## config.mk

```make
export PLATFORM = sky130hd
export DESIGN_NAME = reverse_burst_flat
export DESIGN_NICKNAME = d
export VERILOG_FILES = /design/src/rtl/reverse_burst_if.sv /design/src/rtl/reverse_burst.sv /design/src/flat_wrapper.sv
export SDC_FILE = /design/constraint.sdc
export NUM_CORES = 1
export LEC_CHECK = 0
export ABC_AREA = 1
export BUFFER_PORTS_ARGS = -buffer_cell sky130_fd_sc_hd__buf_2
export CORE_MARGIN = 1.5
export CORE_UTILIZATION = 55
export CTS_CLUSTER_DIAMETER = 60
export DETAILED_ROUTE_END_ITERATION = 8
export GPL_TIMING_DRIVEN = 0
export PLACE_DENSITY = 0.83
export SETUP_SLACK_MARGIN = 0.15
export SLEW_MARGIN = 0
export SYNTH_ARGS = -nofsm -noshare
export SYNTH_HDL_FRONTEND = slang
export SYNTH_SLANG_ARGS = --single-unit
```

## constraint.sdc

```tcl
create_clock -name i_clk -period 3.05 [get_ports i_clk]
set_input_delay 0.305 -clock i_clk [delete_from_list [all_inputs] [get_ports i_clk]]
set_output_delay 0.305 -clock i_clk [all_outputs]
set_load 0.05 [all_outputs]
```

## src/rtl/reverse_burst_if.sv

```systemverilog
// Handshake bundle for reverse_burst: valid/ready input stream and valid/ready output stream.
interface reverse_burst_if #(
  parameter int unsigned W = 8
);
  logic         in_valid;
  logic         in_ready;
  logic [W-1:0] in_data;
  logic         in_last;
  logic         in_swap;
  logic         out_valid;
  logic         out_ready;
  logic [W-1:0] out_data;
  logic         out_last;

  modport master (
    output in_valid, in_data, in_last, in_swap, out_ready,
    input  in_ready, out_valid, out_data, out_last
  );

  modport slave (
    input  in_valid, in_data, in_last, in_swap, out_ready,
    output in_ready, out_valid, out_data, out_last
  );
endinterface

```

## src/rtl/reverse_burst.sv

```systemverilog
// Burst order reverser: fills a stack with up to D words, then drains it LIFO,
// optionally reversing the G-bit groups of every word in the burst.
module reverse_burst #(
  parameter int unsigned W = 8,
  parameter int unsigned D = 16,
  parameter int unsigned G = 1
) (
  input  logic           i_clk,
  input  logic           i_rst,
  reverse_burst_if.slave bus
);
  localparam int unsigned CW = $clog2(D + 1);
  localparam int unsigned AW = $clog2(D);
  localparam int unsigned NG = W / G;

  typedef enum logic {
    FILL  = 1'b0,
    DRAIN = 1'b1
  } state_t;

  state_t          r_state;
  logic [CW-1:0]   r_count;
  logic            r_swap;
  logic            r_in_ready;
  logic            r_out_valid;
  logic            r_out_last;
  logic [W-1:0]    r_stack [D];

  logic            w_accept;
  logic            w_take;
  logic            w_burst_end;
  logic [CW-1:0]   w_count_m1;
  logic [AW-1:0]   w_wr_idx;
  logic [AW-1:0]   w_rd_idx;
  logic [W-1:0]    w_rd_word;
  logic [W-1:0]    w_rd_rev;

  assign w_accept    = r_in_ready && bus.in_valid;
  assign w_take      = r_out_valid && bus.out_ready;
  assign w_count_m1  = r_count - CW'(1);
  assign w_wr_idx    = r_count[AW-1:0];
  assign w_rd_idx    = w_count_m1[AW-1:0];
  // A full stack closes the burst even without in_last.
  assign w_burst_end = bus.in_last || (r_count == CW'(D - 1));

  always_comb begin
    w_rd_word = r_stack[w_rd_idx];
    w_rd_rev  = '0;
    for (int unsigned k = 0; k < NG; k++) begin
      w_rd_rev[k*G +: G] = w_rd_word[(NG-1-k)*G +: G];
    end
  end

  always_ff @(posedge i_clk) begin
    if (w_accept) begin
      r_stack[w_wr_idx] <= bus.in_data;
    end
  end

  always_ff @(posedge i_clk) begin
    if (i_rst) begin
      r_state     <= FILL;
      r_count     <= '0;
      r_swap      <= 1'b0;
      r_in_ready  <= 1'b1;
      r_out_valid <= 1'b0;
      r_out_last  <= 1'b0;
    end else begin
      case (r_state)
        FILL: begin
          if (w_accept) begin
            r_count <= r_count + CW'(1);
            if (r_count == '0) begin
              r_swap <= bus.in_swap;
            end
            if (w_burst_end) begin
              r_state     <= DRAIN;
              r_in_ready  <= 1'b0;
              r_out_valid <= 1'b1;
              r_out_last  <= (r_count == '0);
            end
          end
        end
        DRAIN: begin
          if (w_take) begin
            r_count    <= w_count_m1;
            r_out_last <= (r_count == CW'(2));
            if (r_out_last) begin
              r_state     <= FILL;
              r_in_ready  <= 1'b1;
              r_out_valid <= 1'b0;
              r_out_last  <= 1'b0;
            end
          end
        end
        default: begin
          r_state <= FILL;
        end
      endcase
    end
  end

  // Ready is held low combinationally for the whole time reset is asserted.
  assign bus.in_ready  = r_in_ready && !i_rst;
  assign bus.out_valid = r_out_valid;
  assign bus.out_last  = r_out_last;
  assign bus.out_data  = r_swap ? w_rd_rev : w_rd_word;
endmodule

```

## src/flat_wrapper.sv

```systemverilog
// flat-port wrapper written by rule: the top's interface ports become plain ports
module reverse_burst_flat 
#(
  parameter int unsigned W = 8,
  parameter int unsigned D = 16,
  parameter int unsigned G = 1
)
  (i_clk, i_rst, bus_in_valid, bus_in_data, bus_in_last, bus_in_swap, bus_out_ready, bus_in_ready, bus_out_valid, bus_out_data, bus_out_last);
  reverse_burst_if #(.W(W)) bus_i ();
  input  logic i_clk;
  input  logic i_rst;
  input wire logic [$bits(bus_i.in_valid)-1:0] bus_in_valid;
  input wire logic [$bits(bus_i.in_data)-1:0] bus_in_data;
  input wire logic [$bits(bus_i.in_last)-1:0] bus_in_last;
  input wire logic [$bits(bus_i.in_swap)-1:0] bus_in_swap;
  input wire logic [$bits(bus_i.out_ready)-1:0] bus_out_ready;
  output wire logic [$bits(bus_i.in_ready)-1:0] bus_in_ready;
  output wire logic [$bits(bus_i.out_valid)-1:0] bus_out_valid;
  output wire logic [$bits(bus_i.out_data)-1:0] bus_out_data;
  output wire logic [$bits(bus_i.out_last)-1:0] bus_out_last;
  assign bus_i.in_valid = bus_in_valid;
  assign bus_i.in_data = bus_in_data;
  assign bus_i.in_last = bus_in_last;
  assign bus_i.in_swap = bus_in_swap;
  assign bus_i.out_ready = bus_out_ready;
  assign bus_in_ready = bus_i.in_ready;
  assign bus_out_valid = bus_i.out_valid;
  assign bus_out_data = bus_i.out_data;
  assign bus_out_last = bus_i.out_last;
  reverse_burst #(.W(W), .D(D), .G(G)) u_core (.i_clk(i_clk), .i_rst(i_rst), .bus(bus_i));
endmodule
```

==> results of run 1 <==
## state kept, by name (all words and copies together), names as in the netlist
register              cells
u_core.bus.out_last       1
u_core.bus.out_valid      1
u_core.r_count            5
u_core.r_in_ready         1
u_core.r_stack          128
u_core.r_state            1
u_core.r_swap             1
## Yosys cell counts (all sizes together)
cell	instances	area (sq um)
a211oi	1	7.51
edfxtp	128	3840
clkinv	1	3.75
inv	111	417
ha	6	75.1
clkbuf	5	18.8
nand3	104	521
xor2	2	36.3
nor2	25	96.4
nand2	223	845
o211ai	1	7.51
dfxtp	10	200
xnor2	1	27.5
a21oi	7	35.0
buf	23	180
o21ai	9	45.0
a31oi	1	6.26
## layer usage
layer  share of wire, %  GRT usage (%)  up-vias
met5                  0              0        -
met4                4.1           13.5        0
met3                 10           6.86       62
met2                 49           43.7      328
met1                 37           34.4     2267
li1                   -              -     2217
## repair_timing
item / 4_1_cts / 5_1_grt
gates resized for setup: 43 / 54
gates cloned: 1 / 1
setup buffers: 5 / 1
pin swaps: 3 / 11
setup endpoints to repair: 8 / 8
## power groups by stage
stage	logic, W	clock network (W)	registers, W
CTS	0.00152	0.00220	0.00215
detailed placement	0.00131	0	0.00219
finish	0.00179	0.00221	0.00215
floorplan	0.000934	0	0.00219
global route	0.00189	0.00228	0.00216
global placement	0.00128	0	0.00219
## worst reg2reg max path, cell delays in order, from the launching register on
cell and delay [ns]:
dfxtp_4 0.35, buf_6 0.11, inv_2 0.07, buf_8 0.10, buf_8 0.13, ha_4 0.13, buf_4 0.19, nand2_1 0.20
nor2_1 0.60
## path summary, 6_finish.rpt
path	startpoint	endpoint	slack, ns
worst max-delay path	u_core.r_count[0]	bus_out_data[3]	0.16
worst min-delay path	i_rst	u_core.r_state	0.14
worst max register to register	u_core.r_count[0]	u_core.r_stack[8][2]	0.80
worst min register to register	u_core.bus.out_valid	u_core.bus.out_valid	0.51
## kinds of logic after synthesis
kind of cell	count (synthesis)	share of synthesized area, %
AOI/OAI and AO/OA	19	1.59
xor gates and xnor gates	3	1.00
adders and majority gates	6	1.18
buffers and inverters	140	9.73
DFF	138	63.5
and+or+nand+nor	352	23.0
## final cells by class
type / count / area share, %
Sequential cell: 138 / 52.2
Multi-Input combinational cell: 380 / 24.3
Inverter: 112 / 5.58
Clock buffer: 17 / 5.48
Timing Repair Buffer: 32 / 3.85
Buffer: 28 / 3.68
Clock inverter: 15 / 2.64
Tap cell: 143 / 2.31
## stage by stage
| step | utilization, % | hold WS, ns | cells |
|---|---|---|---|
| floorplan | - | 0.374 | 658 |
| global placement | 58.6 | 0.479 | 825 |
| detailed placement | 58.6 | 0.495 | 825 |
| CTS | 66.0 | 0.119 | 863 |
| global route | 68.3 | 0.136 | 865 |
| finish | 68.3 | 0.138 | 865 |
==> results.toml, run 1 <==
[run_status]
status = "finished, final reports clean"

[sta]
finalSetupViolCount = 0
min_period_ns = 2.89
setup-tns-final_ns = 0
fin_skew_ns = 0.00725
rsz0062_at_grt = "false"
drv_slew = 0
timing.final.crit_share_pct = 94.7
hold_viol_final = 0
fin_ws_ns = 0.162
slew_headroom_pct = 47.4
max_freq_mhz = 346
worst_slew_pin_slew_ns = 0.786

[cts]
cts_root_buffer = "clkbuf_16"
cts_hold_buf = 0
tritoncts = "done"
numCtsBuffers = 17
clk_pin_slew_ns = 0.06
h-tree-depth = 4
cts.sinks = 138
clk_latency_ns = 0.42
clk_path_buf_depth = 2

[place]
port_buffers = 24
gp_congestion = 1.09
place_ws_ns = 0.0325
dp.final_hpwl_um = 10400
postPlaceCellArea_sq_um = 6660

[power]
ir_drop_mv = 0.747
pwr-share-comb_pct = 29.1
switching_share_pct = 31.6
sequentialPowerShare_pct = 35.0
clkPwrFrac_pct = 35.9
leakage_nw = 3.39
power_w = 0.00615
p_switching_w = 0.00194
power_density_nw_per_um2 = 792
intPower_w = 0.00420

[layout]
diodes = 0
drive_gt1_share_pct = 18.3
multi_input_area_sq_um = 1890
fillers = 773
synthToLayoutAreaGrowth_pct = 21.9
register_area_sq_um = 4050
final_nets = 729
fin_area_sq_um = 7760
most-common-layout-cells = "208 x nand2_1, 128 x edfxtp_1, 107 x inv_1, 80 x nand3_1, 24 x nor2_1"
final_common_cell = "nand2_1"

[route]
firstDrtPassIters = 6
ant_nets = 0
drtIter0Drc = 946
num_vias = 4874
drc = 0
drt-total-wl_um = 16400
drt-vias-per-instance = 5.63
wire_per_inst_um = 19.0

[hold_path]
hold_depth = 2
hp-class = "in2reg"

[setup_path]
crit_arrival_ns = 2.58
critPathTopFamily = "buffers and inverters"
required_ns = 2.74
critPathLaunchType = "flip-flop"
reg2regPathDepth = 8
worst-path-buf-inv = 8
timing.critical_path.mode_cell = "buf_8"
end_kind = "output port"
crit_slowest_cell = "dfxtp_4"
crit_chain = "buf_6 > inv_2 > buf_8 > buf_8 > ha_4 > buf_12 > clkinv_8 > buf_8 > nand3_1 > nand3_1 > nand3_1 > nand2_2 > nand2_1 > nand2_2 > buf_8"
cp_max_fo = 11
critPathMaxStageDelay_ns = 0.35
cp.depth = 15
worst-setup-path-type = "reg2out"

[global_route]
global_route.overflow_total = 0
grt.total_usage_pct = 27.1
grt_max_degree = 17
grt_pass1_vias = 4658
grt_pass1_wl_um = 24500
antenna_found_initial = 0

[run]
drv_cap = 0

[logic_synthesis]
yosysSeqAreaShare_pct = 63.5
synth_fp_nets = 678
synthesis.area_sq_um = 6360
yosys_warnings = 0
synthCells = 658
synth.distinct_cells = 24
synth.avg_cell_area_sq_um = 9.67
ys_seq_elements = 138

[die]
coreArea_sq_um = 11400
die_w_um = 111
rows = 39
die-area_sq_um = 12200
die_h_um = 111
ioPinCount = 25
initial_core_util_pct = 56.0
Note: power is estimated with default switching activity, not from simulation.
==> inputs of run 2 (changes only) <==
- CORE_ASPECT_RATIO: not set -> 1.1
==> run 2 against run 1 <==
Die area about the same; combinational power fell by 3%; non-clock buffer count stayed put; wire length decreased by 4.9%; design area decreased by 2.3%; clock power shrank 17%; count of clock-buffer cells in the layout up 2; hold slack worse by 0.0079 ns; register-to-register slack better by 0.03 ns; cell count grew 0.81%; setup slack got worse by 0.019 ns; clock skew is 0.0011 ns lower.
==> results.toml, run 2 (synthesis gave the netlist of run 1 again) <==
[cts]
h-tree-depth = 4
clk_latency_ns = 0.42
numCtsBuffers = 17
cts_root_buffer = "clkbuf_16"
clk_pin_slew_ns = 0.06
cts_hold_buf = 0
cts.sinks = 138
tritoncts = "done"
clk_path_buf_depth = 2

[layout]
final_util_pct = 66.6
most-common-layout-cells = "210 x nand2_1, 128 x edfxtp_1, 107 x inv_1, 86 x nand3_1, 24 x nor2_1"
reg.largest.list = "u_core.r_stack: 128 flops, u_core.r_count: 5 flops"
largest_register = "u_core.r_stack"
final_common_cell = "nand2_1"
final_nets = 729
largest_reg_flops = 128
diodes = 0
synthToLayoutAreaGrowth_pct = 19.2
drive_gt1_share_pct = 17.5

[global_route]
grt.total_usage_pct = 26.2
antenna_found_initial = 0
global_route.overflow_total = 0
grt_pass1_wl_um = 23300
grt_max_degree = 17
grt_pass1_vias = 4636

[sta]
min_period_ns = 2.91
fin_skew_ns = 0.00620
slew_headroom_pct = 51.1
max_freq_mhz = 344
rsz0062_at_grt = "true"
hold_viol_final = 0
fin_ws_ns = 0.144
worst_slew_pin_slew_ns = 0.731
timing.final.crit_share_pct = 95.3
hold-worst-slack_ns = 0.130
finalSetupViolCount = 0
drv_slew = 0

[die]
ioPinCount = 25
die_w_um = 106
die_h_um = 116
rows = 41
die-area_sq_um = 12200
coreArea_sq_um = 11400
initial_core_util_pct = 55.9

[place]
gp_congestion = 0.982
place_ws_ns = -0.00815
port_buffers = 24
dp.final_hpwl_um = 9780

[setup_path]
critPathLaunchType = "flip-flop"
worstSetupEndpoint = "bus_out_data[2]"
worstReg2RegEnd = "u_core.r_stack[4][5]"
reg2reg_from = "u_core.r_count[0]"
crit_arrival_ns = 2.60
end_kind = "output port"
crit_chain = "buf_6 > inv_2 > buf_8 > buf_8 > ha_4 > buf_12 > clkinv_8 > bufbuf_16 > nand3_1 > nand3_2 > nand3_2 > nand2_2 > nand2_1 > nand2_1 > buf_6"
ff2ff_setup_slack_ns = 0.83
critPathMaxStageDelay_ns = 0.36
worst-setup-path-type = "reg2out"
crit_slowest_cell = "dfxtp_4"
reg2regPathDepth = 8
startpoint = "u_core.r_count[0]"
required_ns = 2.74
cp_max_fo = 11

[run_status]
status = "finished, final reports clean"

[run]
drv_cap = 0

[hold_path]
hp-class = "in2reg"

[route]
drtIter0Drc = 566
drc = 0
drt-total-wl_um = 15600
firstDrtPassIters = 6
ant_nets = 0
num_vias = 4844
wire_per_inst_um = 17.9
drt-vias-per-instance = 5.56

[power]
ir_drop_mv = 0.629
leakage_nw = 3.31
power_density_nw_per_um2 = 754
power_w = 0.00572
-- run 2: cell count changes in the layout (fill, tap and decap cells not counted), moves of 2 or more --
| cell | change |
|---|---|
| buf_8 | -6 |
| nand3_1 | +6 |
| buf_6 | +5 |
| bufinv_16 | -5 |
| clkinv_1 | -4 |
| clkinv_4 | +3 |
| nand3_2 | -3 |
| nand3_4 | -3 |
| clkbuf_1 | +2 |
| clkbuf_8 | +2 |
| clkinvlp_4 | +2 |
| inv_6 | +2 |
| nand2_1 | +2 |
| nand2_2 | -2 |
-- run 2: where the power goes --
| part | switching (W) | internal, W | total, W |
|---|---|---|---|
| clock | 0.000803 | 0.00104 | 0.00184 |
| combinational | 0.00112 | 0.000607 | 0.00173 |
| sequential | 0.0000247 | 0.00213 | 0.00215 |
| total | 0.00195 | 0.00377 | 0.00572 |
-- run 2: metal layers --
metal | vias to the layer above | track usage (%) | share of wire [%]
met5 | - | 0 | 0
met4 | 0 | 17.5 | 5.9
met3 | 76 | 5.51 | 8.8
met2 | 315 | 44.6 | 49
met1 | 2233 | 30.2 | 36
li1 | 2220 | - | -
-- run 2: worst max-delay path: cells and delay by family, from the launching register on --
family | cells | cell delay, ns
fa+ha+maj | 1 | 0.27
buf+inv | 8 | 1.03
flops | 1 | 0.36
simple gates | 6 | 0.52
-- run 2: worst min-delay path by stage --
stage                         startpoint                   end  slack (ns)  cells after the start
floorplan                          i_rst  u_core.bus.out_valid        0.37                      1
global placement    u_core.bus.out_valid  u_core.bus.out_valid        0.49                      2
detailed placement  u_core.bus.out_valid  u_core.bus.out_valid        0.49                      2
CTS                          bus_in_swap         u_core.r_swap        0.11                      3
global route                       i_rst     u_core.r_count[2]        0.14                      2
finish                       bus_in_swap         u_core.r_swap        0.13                      3
-- run 2: final cells by class --
type,count,area (sq um)
Fill cell,799,3800
Multi-Input combinational cell,380,1830
Clock buffer,19,433
Timing Repair Buffer,32,273
Clock inverter,13,98.8
Sequential cell,138,4050
Tap cell,150,188
Inverter,112,433
Buffer,28,283
-- run 2: what timing repair did --
action / 4_1_cts / 5_1_grt
endpoints found under the setup margin: 8 / 8
pin swaps: 6 / 11
setup buffers: 4 / 2
gates resized for setup: 57 / 22
cloned: 1 / 1
-- run 2: metrics by stage --
stage	area (sq um)	instances	TNS (ns)
after floorplan	6360	658	0
after global placement	6670	832	0
after detailed placement	6670	832	-0.0209
after CTS	7470	869	0
after global routing	7580	872	0
final	7580	872	0
==> inputs of run 3 (changes only) <==
- CORE_UTILIZATION: 55 -> 66
- PLACE_DENSITY: 0.83 -> 0.95
==> run 3 against run 2 <==
The flow now finishes with violations (negative setup slack); first-iteration DRC count grew 110%; register-to-register slack got worse by 0.26 ns; die area fell by 16%; wire length increased by 40%; count of clock-buffer cells in the layout down 2; hold slack lost 0.079 ns; flip-flop and latch count is the same; fmax fell by 6.0%; design area grew 5.9%; non-clock buffer count up 7; via count increased by 17%; combinational power increased by 27%; critical path type unchanged.
==> results.toml, run 3 (synthesis gave the netlist of run 1 again) <==
[sta]
fin_skew_ns = 0.00894
min_period_ns = 3.09
finalSetupViolCount = 2
timing.final.crit_share_pct = 101
setup-tns-final_ns = -0.0775
rsz0062_at_grt = "true"
worst_slew_pin_slew_ns = 0.846
hold_viol_final = 0
fin_ws_ns = -0.0421
slew_headroom_pct = 43.4
drv_slew = 0
max_freq_mhz = 323

[place]
port_buffers = 24
dp.cells = 799
gp_congestion = 1.03
dp.final_hpwl_um = 10500

[global_route]
antenna_found_initial = 0
global_route.overflow_total = 0
grt_max_degree = 17
grt.total_usage_pct = 34.3
grt_pass1_wl_um = 26100
grt_pass1_vias = 4977

[setup_path]
critPathMaxStageDelay_ns = 0.35
cp_max_fo = 10
reg2reg_from = "u_core.r_count[0]"
reg2regPathDepth = 8
worstReg2RegEnd = "u_core.r_stack[10][4]"
ff2ff_setup_slack_ns = 0.57
crit_arrival_ns = 2.79
critPathLaunchType = "flip-flop"
crit_chain = "buf_6 > inv_4 > buf_8 > buf_8 > ha_4 > buf_12 > buf_8 > nand3_1 > nand3_4 > nand3_2 > nand2_2 > nand2_1 > nand2_1 > buf_6"
cp.depth = 14
end_kind = "output port"
worstSetupEndpoint = "bus_out_data[1]"
worst-setup-path-type = "reg2out"
timing.critical_path.mode_cell = "buf_8"
required_ns = 2.74
critPathTopFamily = "buffers and inverters"
worst-path-buf-inv = 7
startpoint = "u_core.r_count[0]"
crit_slowest_cell = "dfxtp_4"

[layout]
final_util_pct = 85.9
final_nets = 736
largest_register = "u_core.r_stack"
final_common_cell = "nand2_1"
multi_input_area_sq_um = 2160
register_area_sq_um = 4050
most-common-layout-cells = "198 x nand2_1, 128 x edfxtp_1, 107 x inv_1, 51 x nand3_1, 38 x nand3_2"
drive_gt1_share_pct = 25.1
synthToLayoutAreaGrowth_pct = 26.2
fillers = 365
stdcell_count = 846
largest_reg_flops = 128
reg.largest.list = "u_core.r_stack: 128 flops, u_core.r_count: 5 flops"
diodes = 0

[cts]
numCtsBuffers = 17
clk_path_buf_depth = 2
tritoncts = "done"
cts_hold_buf = 0
clk_pin_slew_ns = 0.06
cts.sinks = 138
cts_root_buffer = "clkbuf_8"
clk_latency_ns = 0.54
h-tree-depth = 4

[route]
firstDrtPassIters = 7
num_vias = 5646
drc = 0
ant_nets = 0
drt-total-wl_um = 21900
wire_per_inst_um = 25.8
drtIter0Drc = 1200
drt-vias-per-instance = 6.67

[power]
intPower_w = 0.00400
sequentialPowerShare_pct = 34.0
leakage_nw = 3.48
clkPwrFrac_pct = 31.3
ir_drop_mv = 0.837
p_switching_w = 0.00234
switching_share_pct = 36.9
pwr-share-comb_pct = 34.6
power_density_nw_per_um2 = 788

[die]
die_h_um = 106
die_w_um = 96.6
die-area_sq_um = 10200
rows = 37
ioPinCount = 25
coreArea_sq_um = 9350
initial_core_util_pct = 68.1

[run_status]
status = "finished, violations left"
violations = "negative setup slack"

[hold_path]
hp-class = "in2reg"

[run]
drv_cap = 0
[run 3: cell count changes in the layout (fill, tap and decap cells not counted), moves of 5 or more]
cell / delta
nand3_4: +15
nand3_1: -35
nand2_1: -12
nand3_2: +20
buf_8: +5
nand2_2: +9
[run 3: power groups by stage]
| stage | clock (W) | combinational (W) | sequential (W) |
|---|---|---|---|
| 3_5_place_dp | 0 | 0.00131 | 0.00219 |
| 3_3_place_gp | 0 | 0.00128 | 0.00219 |
| 4_1_cts | 0.00191 | 0.00161 | 0.00215 |
| 6_report | 0.00199 | 0.00219 | 0.00215 |
| 2_1_floorplan | 0 | 0.000934 | 0.00219 |
| 5_1_grt | 0.00203 | 0.00225 | 0.00216 |
[run 3: repair_timing]
| action | 4_1_cts | 5_1_grt |
|---|---|---|
| cloned | 1 | 2 |
| buffers inserted | 9 | 3 |
| pin swaps | 8 | 30 |
| endpoints found under the setup margin | 8 | 8 |
| resized for setup | 57 | 104 |
[run 3: layer usage]
layer	GRT usage [%]	up-vias	routed length, um
li1	-	2231	-
met5	0	-	0
met4	18.7	0	1970
met1	42.6	2555	6690
met2	56.2	668	10200
met3	8.02	192	3050
[run 3: cell type report]
cell class	instances	area share, %
inverters	112	5.42
plain buffers	28	3.86
multi-input cells	380	26.9
repair buffers	39	4.69
flip-flops and latches	138	50.4
well taps	117	1.82
clock inverters	15	1.76
clock buffers	17	5.15
[run 3: per-stage QoR]
stage	instance area, sq um	hold slack [ns]	power, W	setup slack (ns)
finish	8030	0.0519	0.00633	-0.0421
global route	8030	0.0365	0.00645	-0.0810
CTS	7490	0.0222	0.00567	0.150
detailed placement	6630	0.485	0.00350	0.0359
global placement	6630	0.483	0.00346	0.0757
floorplan	6360	0.374	0.00313	0.553
[run 3: how the worst min path moves through the flow]
stage                         startpoint                   end  slack [ns]  cells past startpoint
global placement    u_core.bus.out_valid  u_core.bus.out_valid        0.48                      2
global route                       i_rst     u_core.r_count[2]        0.04                      2
CTS                                i_rst  u_core.bus.out_valid        0.02                      2
floorplan                          i_rst  u_core.bus.out_valid        0.37                      1
detailed placement  u_core.bus.out_valid  u_core.bus.out_valid        0.48                      2
finish                             i_rst     u_core.r_count[2]        0.05                      2
